$ cat src/rtl/muldiv_pkg.sv
// Shared types and helpers for the iterative multiply/divide unit.
//   muldiv_op_t    : operation encoding seen on the op port.
//   muldiv_state_t : controller states.
//   is_signed/is_div : operation decode helpers.
package muldiv_pkg;

    typedef enum logic [1:0] {
        MULU = 2'd0,
        MUL  = 2'd1,
        DIVU = 2'd2,
        DIV  = 2'd3
    } muldiv_op_t;

    typedef enum logic [1:0] {
        IDLE = 2'd0,
        CALC = 2'd1,
        FIX  = 2'd2,
        DONE = 2'd3
    } muldiv_state_t;

    function automatic logic is_signed(input muldiv_op_t op);
        return (op == MUL) || (op == DIV);
    endfunction

    function automatic logic is_div(input muldiv_op_t op);
        return (op == DIVU) || (op == DIV);
    endfunction

endpackage

$ cat src/rtl/muldiv_step.sv
// One iteration of the shared multiply/divide datapath (purely combinational).
// Performs BITS_PER_CYCLE shift-add steps (multiply) or restoring subtract
// steps (divide) on the 2*WIDTH accumulator.
//   is_div_i  : 1 = restoring divide step, 0 = shift-add multiply step
//   acc_i     : accumulator before the iteration
//              multiply: {partial product upper half, remaining multiplier bits}
//              divide  : {partial remainder, dividend bits / quotient bits}
//   operand_i : multiplicand magnitude or divisor magnitude
//   acc_o     : accumulator after the iteration
module muldiv_step #(
    parameter int WIDTH          = 32,
    parameter int BITS_PER_CYCLE = 1
) (
    input  logic                 is_div_i,
    input  logic [2*WIDTH-1:0]   acc_i,
    input  logic [WIDTH-1:0]     operand_i,
    output logic [2*WIDTH-1:0]   acc_o
);

    logic [2*WIDTH-1:0] acc;
    logic [WIDTH:0]     wide;

    // Unrolled chain of single-bit steps. The divide step shifts the next
    // dividend bit into the remainder and keeps the difference only when it
    // does not go negative; the freed low bit becomes the quotient bit. The
    // multiply step adds the multiplicand on the current multiplier LSB and
    // shifts the carry back into the top of the accumulator.
    always_comb begin
        acc  = acc_i;
        wide = '0;
        for (int s = 0; s < BITS_PER_CYCLE; s++) begin
            if (is_div_i) begin
                wide = acc[2*WIDTH-1:WIDTH-1];
                if (wide >= {1'b0, operand_i}) begin
                    // True difference is below the divisor, so WIDTH bits hold it.
                    acc = {wide[WIDTH-1:0] - operand_i, acc[WIDTH-2:0], 1'b1};
                end else begin
                    acc = {wide[WIDTH-1:0], acc[WIDTH-2:0], 1'b0};
                end
            end else begin
                wide = {1'b0, acc[2*WIDTH-1:WIDTH]} + (acc[0] ? {1'b0, operand_i} : '0);
                acc  = {wide, acc[WIDTH-1:1]};
            end
        end
        acc_o = acc;
    end

endmodule

$ cat src/rtl/muldiv_iter.sv
// Iterative signed/unsigned multiply/divide unit with ready/valid accept and
// flush. Works on operand magnitudes and fixes signs in a final FIX cycle.
// Latency from accept edge to done cycle is WIDTH/BITS_PER_CYCLE + 2 for every
// op (BITS_PER_CYCLE must be 1, 2 or 4 and divide WIDTH).
//   clk, reset : clock, synchronous active-high reset
//   in_valid   : request present;  in_ready : request accepted this cycle if valid
//   op, a, b   : operation and operands (multiplicand/dividend, multiplier/divisor)
//   flush      : abort in-flight operation, block acceptance this cycle
//   done       : one-cycle pulse, hi/lo hold a new result
//   hi, lo     : product {hi,lo}, or remainder (hi) and quotient (lo)
module muldiv_iter
    import muldiv_pkg::*;
#(
    parameter int WIDTH          = 32,
    parameter int BITS_PER_CYCLE = 1
) (
    input  logic             clk,
    input  logic             reset,
    input  logic             in_valid,
    output logic             in_ready,
    input  muldiv_op_t       op,
    input  logic [WIDTH-1:0] a,
    input  logic [WIDTH-1:0] b,
    input  logic             flush,
    output logic             done,
    output logic [WIDTH-1:0] hi,
    output logic [WIDTH-1:0] lo
);

    localparam int ITERS = WIDTH / BITS_PER_CYCLE;
    localparam int CNT_W = $clog2(ITERS + 1);

    muldiv_state_t      state_q, state_d;
    logic [CNT_W-1:0]   cnt_q, cnt_d;
    logic [2*WIDTH-1:0] acc_q, acc_d;
    logic [WIDTH-1:0]   operand_q, operand_d;
    muldiv_op_t         op_q, op_d;
    logic               sign_a_q, sign_a_d;
    logic               sign_b_q, sign_b_d;
    logic               b_zero_q, b_zero_d;
    logic [WIDTH-1:0]   hi_q, hi_d;
    logic [WIDTH-1:0]   lo_q, lo_d;

    logic               accept;
    logic               a_neg, b_neg;
    logic [WIDTH-1:0]   a_mag, b_mag;
    logic [2*WIDTH-1:0] step_acc;
    logic [2*WIDTH-1:0] prod;
    logic [WIDTH-1:0]   quo, rem;
    logic [WIDTH-1:0]   fix_hi, fix_lo;

    muldiv_step #(
        .WIDTH          (WIDTH),
        .BITS_PER_CYCLE (BITS_PER_CYCLE)
    ) u_step (
        .is_div_i  (is_div(op_q)),
        .acc_i     (acc_q),
        .operand_i (operand_q),
        .acc_o     (step_acc)
    );

    assign in_ready = ((state_q == IDLE) || (state_q == DONE)) && !flush;
    assign accept   = in_valid && in_ready;
    assign done     = (state_q == DONE);
    assign hi       = hi_q;
    assign lo       = lo_q;

    // Operand magnitudes for the datapath. The most negative value maps to
    // itself, which as an unsigned magnitude is exactly right.
    assign a_neg = is_signed(op) && a[WIDTH-1];
    assign b_neg = is_signed(op) && b[WIDTH-1];
    assign a_mag = a_neg ? -a : a;
    assign b_mag = b_neg ? -b : b;

    // Sign fix-up of the magnitude result. A zero divisor yields an all-ones
    // quotient regardless of signs; the remainder naturally equals the
    // dividend because nothing was ever subtracted from it. MIN / -1 needs no
    // special case: the magnitude quotient 2^(WIDTH-1) negates to itself.
    always_comb begin
        prod = acc_q;
        if (op_q == MUL && (sign_a_q ^ sign_b_q)) begin
            prod = -acc_q;
        end
        quo = acc_q[WIDTH-1:0];
        rem = acc_q[2*WIDTH-1:WIDTH];
        if (op_q == DIV) begin
            if (sign_a_q ^ sign_b_q) quo = -acc_q[WIDTH-1:0];
            if (sign_a_q)            rem = -acc_q[2*WIDTH-1:WIDTH];
        end
        if (b_zero_q) begin
            quo = '1;
        end
        if (is_div(op_q)) begin
            fix_hi = rem;
            fix_lo = quo;
        end else begin
            fix_hi = prod[2*WIDTH-1:WIDTH];
            fix_lo = prod[WIDTH-1:0];
        end
    end

    // Next-state logic. CALC runs ITERS step cycles, then one extra cycle at
    // count zero so the latency is the same for every op. hi/lo are written
    // only on the FIX->DONE transition.
    always_comb begin
        state_d   = state_q;
        cnt_d     = cnt_q;
        acc_d     = acc_q;
        operand_d = operand_q;
        op_d      = op_q;
        sign_a_d  = sign_a_q;
        sign_b_d  = sign_b_q;
        b_zero_d  = b_zero_q;
        hi_d      = hi_q;
        lo_d      = lo_q;

        case (state_q)
            IDLE: ;
            CALC: begin
                if (flush) begin
                    state_d = IDLE;
                end else if (cnt_q == '0) begin
                    state_d = FIX;
                end else begin
                    acc_d = step_acc;
                    cnt_d = cnt_q - CNT_W'(1);
                end
            end
            FIX: begin
                if (flush) begin
                    state_d = IDLE;
                end else begin
                    hi_d    = fix_hi;
                    lo_d    = fix_lo;
                    state_d = DONE;
                end
            end
            DONE: state_d = IDLE;
            default: state_d = IDLE;
        endcase

        // Only reachable from IDLE or DONE, since in_ready is low elsewhere.
        if (accept) begin
            state_d   = CALC;
            cnt_d     = CNT_W'(ITERS);
            op_d      = op;
            sign_a_d  = a_neg;
            sign_b_d  = b_neg;
            b_zero_d  = (b == '0);
            if (is_div(op)) begin
                acc_d     = {{WIDTH{1'b0}}, a_mag};
                operand_d = b_mag;
            end else begin
                acc_d     = {{WIDTH{1'b0}}, b_mag};
                operand_d = a_mag;
            end
        end
    end

    // State register with synchronous reset.
    always_ff @(posedge clk) begin
        if (reset) begin
            state_q   <= IDLE;
            cnt_q     <= '0;
            acc_q     <= '0;
            operand_q <= '0;
            op_q      <= MULU;
            sign_a_q  <= 1'b0;
            sign_b_q  <= 1'b0;
            b_zero_q  <= 1'b0;
            hi_q      <= '0;
            lo_q      <= '0;
        end else begin
            state_q   <= state_d;
            cnt_q     <= cnt_d;
            acc_q     <= acc_d;
            operand_q <= operand_d;
            op_q      <= op_d;
            sign_a_q  <= sign_a_d;
            sign_b_q  <= sign_b_d;
            b_zero_q  <= b_zero_d;
            hi_q      <= hi_d;
            lo_q      <= lo_d;
        end
    end

endmodule

$ cat config.mk
export PLATFORM = sky130hd
export DESIGN_NAME = muldiv_iter
export DESIGN_NICKNAME = d
export VERILOG_FILES = /design/src/rtl/muldiv_pkg.sv /design/src/rtl/muldiv_step.sv /design/src/rtl/muldiv_iter.sv
export SDC_FILE = /design/constraint.sdc
export NUM_CORES = 1
export LEC_CHECK = 0
export ABC_AREA = 1
export CAP_MARGIN = 20
export CORE_MARGIN = 5
export CORE_UTILIZATION = 29
export DETAILED_ROUTE_END_ITERATION = 16
export PLACE_DENSITY = 0.56
export SKIP_CTS_REPAIR_TIMING = 1
export SLEW_MARGIN = 20
export SYNTH_ARGS = -nofsm -noshare
export SYNTH_HDL_FRONTEND = slang
export SYNTH_SLANG_ARGS = --single-unit
$ cat constraint.sdc
create_clock -name clk -period 3.07 [get_ports clk]
set_input_delay 0.307 -clock clk [delete_from_list [all_inputs] [get_ports clk]]
set_output_delay 0.307 -clock clk [all_outputs]
set_load 0.05 [all_outputs]
==> summary.txt <==
Timing
  – Slew HR: 0.400
  – Worst Skew: 0.0186 ns
  – Worst Max-Slew Pin Slew: 0.899 ns
  – Setup Viol. Count Final: 0
  – Post-route setup TNS: 0 ns
  – RSZ-0062 raised after global routing: false
  – Final Cycle Share: 0.902
  – Fin crit period: 2.77 ns
  – FMAX: 361 MHz
  – Hold Violations, Final: 0
  – Fin worst setup slack: 0.302 ns
  – Hold Worst Slack: 0.361 ns
  – Final Max Tran Viols: 0

Setup path
  – Required time worst endpoint: 3.49 ns
  – R2r endpoint: acc_q[37]
  – CP Class: reg -> reg
  – Crit path max-delay family: simple AND/OR/NAND/NOR gates
  – Endpoint class of the critical path: flip-flop
  – Delay of the slowest critical-path stage: 0.61 ns
  – FF-to-FF Start: acc_q[43]
  – Worst setup SP type: flip-flop
  – WP data arrival: 3.19 ns
  – R2R cell count: 15
  – Worst path cell trace: ha_1 > nand2_1 > inv_1 > nand2_1 > nand2_1 > nand2_1 > nand2_1 > a21oi_2 > nand2_2 > nand2_4 > buf_4 > nand3_1 > nand3_1 > nand3_1 > a21oi_1
  – Register-to-register setup slack: 0.30 ns
  – CP max stage cell: dfxtp_1
  – Worst Path Buf+Inv: 2
  – Crit path from: acc_q[43]
  – Max Fanout on Critical Path: 23
  – CP most frequent cell: nand2_1

Min path
  – Worst Hold Class: in -> reg
  – Hold Path Sink: operand_q[10]
  – Hold Path Origin: reset
  – WHS Path Cells: 3

Global route
  – Initial antenna violation count: 1
  – Pin count of the biggest net entering global routing: 113
  – Gr usage total: 0.228
  – Gr ovfl total: 0
  – First-pass GRT wire length: 119000 µm
  – Number of global-route vias before repair: 19.7k

Power and ir drop
  – Leak pwr: 10.5 nW
  – Power density over the cells: 564 nW/µm²
  – Max IR drop VDD: 0.520 mV
  – Pwr Total: 12.0 mW

Placement
  – Pre-CTS setup slack: 0.208 ns
  – Buffers added on ports: 135
  – Gp weighted congestion: 1.05
  – HPWL Detailed: 64100 µm
  – Number of instances in the placed design: 4215

Yosys
  – Asr flop ratio synth: 0
  – Synth Net Count: 3401
  – Synth top area share: 0.207
  – Prevailing post-synth register cell: dfxtp_1
  – Synth cell types: 54
  – Area leader, netlist: nand2_1
  – Synthesized cell area: 18000 µm²
  – Number of synthesized flops with an enable pin: 0
  – Seq/Total Area, Yosys: 0.193
  – Yosys reg bits: 173
  – Synthesized instance count: 3256
  – Synth Area per Inst: 5.52 µm²
  – Yosys warns: 0
  – Synth top area cells: nand2_1 (21%), dfxtp_1 (19%), inv_1 (10%)

Layout
  – Share of cells above drive strength 1: 0.0607
  – Fill cell count: 7011
  – Finished Layout Cells: 4247
  – Most frequent cells in the layout: nand2_1 (990), inv_1 (493), nor2_1 (339), nand3_1 (284), o21ai_0 (212)
  – Synth-to-layout area growth: 18.6%
  – Commonest non-fill, non-tap cell in the layout: nand2_1
  – Fin nets: 3542
  – ANT cells: 0

Drt
  – Final ANT Viol Nets: 0
  – TritonRoute pass-1 iters: 6
  – Vias per cell: 5.02
  – Drt wl/cell: 18.6 µm
  – Final wirelength: 79000 µm
  – First DRT Iteration DRCs: 2260
  – Via count: 21.3k
  – # DRC: 0

Clock network
  – Clk buf depth: 2
  – Worst skew pair latency: 0.50 ns
  – CTS clk-pin slew, worst paths: 0.08 ns
  – Root buffer cell: clkbuf_16
  – Clock sinks: 173
  – CTS buffer count: 17
  – H-tree Lvls: 4
  – TritonCTS clock tree: yes

Floorplanning
  – Row cnt: 91
  – Core box area: 61600 µm²
  – Die H: 259 µm
  – Initial Utilization: 0.292
  – Total Die Area: 67100 µm²
  – Die X-Extent: 259 µm
  – Ports: 136

Run
  – Max-cap violation count: 0

Status
  – Status: finished, final reports clean
==> report_power, final <==
part / leakage, nW / internal (mW) / switching, mW
combinational: 8.77 / 2.10 / 4.73
clock: 0.289 / 1.10 / 1.22
sequential: 1.41 / 2.57 / 0.295
total: 10.5 / 5.77 / 6.25
==> synth_stat cells (all sizes together) (5+ instances only) <==
library cell	n
a21oi	174
a22oi	5
a31oi	16
and2	5
buf	33
clkbuf	79
dfxtp	173
ha	73
inv	513
nand2	1001
nand3	289
nand3b	12
nand4	33
nor2	357
nor3	47
nor4	7
o211ai	26
o21ai	234
o21bai	6
o22ai	29
o31ai	6
or2	8
xnor2	14
xor2	90
==> worst max path at each step <==
stage	cells after the start	to	slack, ns
final	15	acc_q[37]	0.30
after global placement	11	operand_q[25]	0.18
after floorplan	13	acc_q[20]	0.36
after detailed placement	11	operand_q[25]	0.21
after global routing	16	acc_q[43]	0.10
after CTS	15	acc_q[44]	0.33
==> per-layer routing <==
layer  vias to the layer above  GRT usage  wire, µm
li1                      10643          -         -
met1                      9704      0.321     36100
met2                       883      0.366     34900
met3                        88     0.0374      6080
met4                         2     0.0555      1860
met5                         -          0         9
==> sequential cells by signal, indices dropped and copies added, names as in the netlist <==
| signal | cells |
|---|---|
| sign_a_q | 1 |
| operand_q | 32 |
| b_zero_q | 1 |
| op_q | 2 |
| state_q | 2 |
| cnt_q | 6 |
| lo | 32 |
| hi | 32 |
| sign_b_q | 1 |
| acc_q | 64 |
==> cell type report <==
| class | instances | area (µm²) | share of cell area |
|---|---|---|---|
| Sequential cell | 173 | 3470 | 0.163 |
| Timing Repair Buffer | 234 | 2160 | 0.102 |
| Inverter | 517 | 1940 | 0.0910 |
| Multi-Input combinational cell | 2454 | 12100 | 0.568 |
| Tap cell | 837 | 1050 | 0.0491 |
| Clock buffer | 17 | 425 | 0.0200 |
| Clock inverter | 15 | 164 | 0.00769 |
==> stage by stage <==
| step | util | instance area [µm²] |
|---|---|---|
| final | 0.346 | 21300 |
| after global placement | 0.337 | 20700 |
| after floorplan | - | 18000 |
| after CTS | 0.346 | 21300 |
| after global routing | 0.346 | 21300 |
| after detailed placement | 0.337 | 20700 |
==> tightest hold or removal path, stage by stage <==
cell,delay [ns]
buf_2,0.13
buf_12,0.21
a21oi_1,0.15
==> cells by family (layout without fill, tap and decap cells) <==
| family | after synthesis | in the layout | synth area share |
|---|---|---|---|
| xor+xnor | 104 | 104 | 0.0507 |
| flops | 173 | 173 | 0.193 |
| buf+inv | 629 | 783 | 0.135 |
| compound gates | 513 | 513 | 0.156 |
| fa+ha+maj | 75 | 75 | 0.0530 |
| simple gates | 1762 | 1762 | 0.413 |
(Power assumes the default switching activity.)
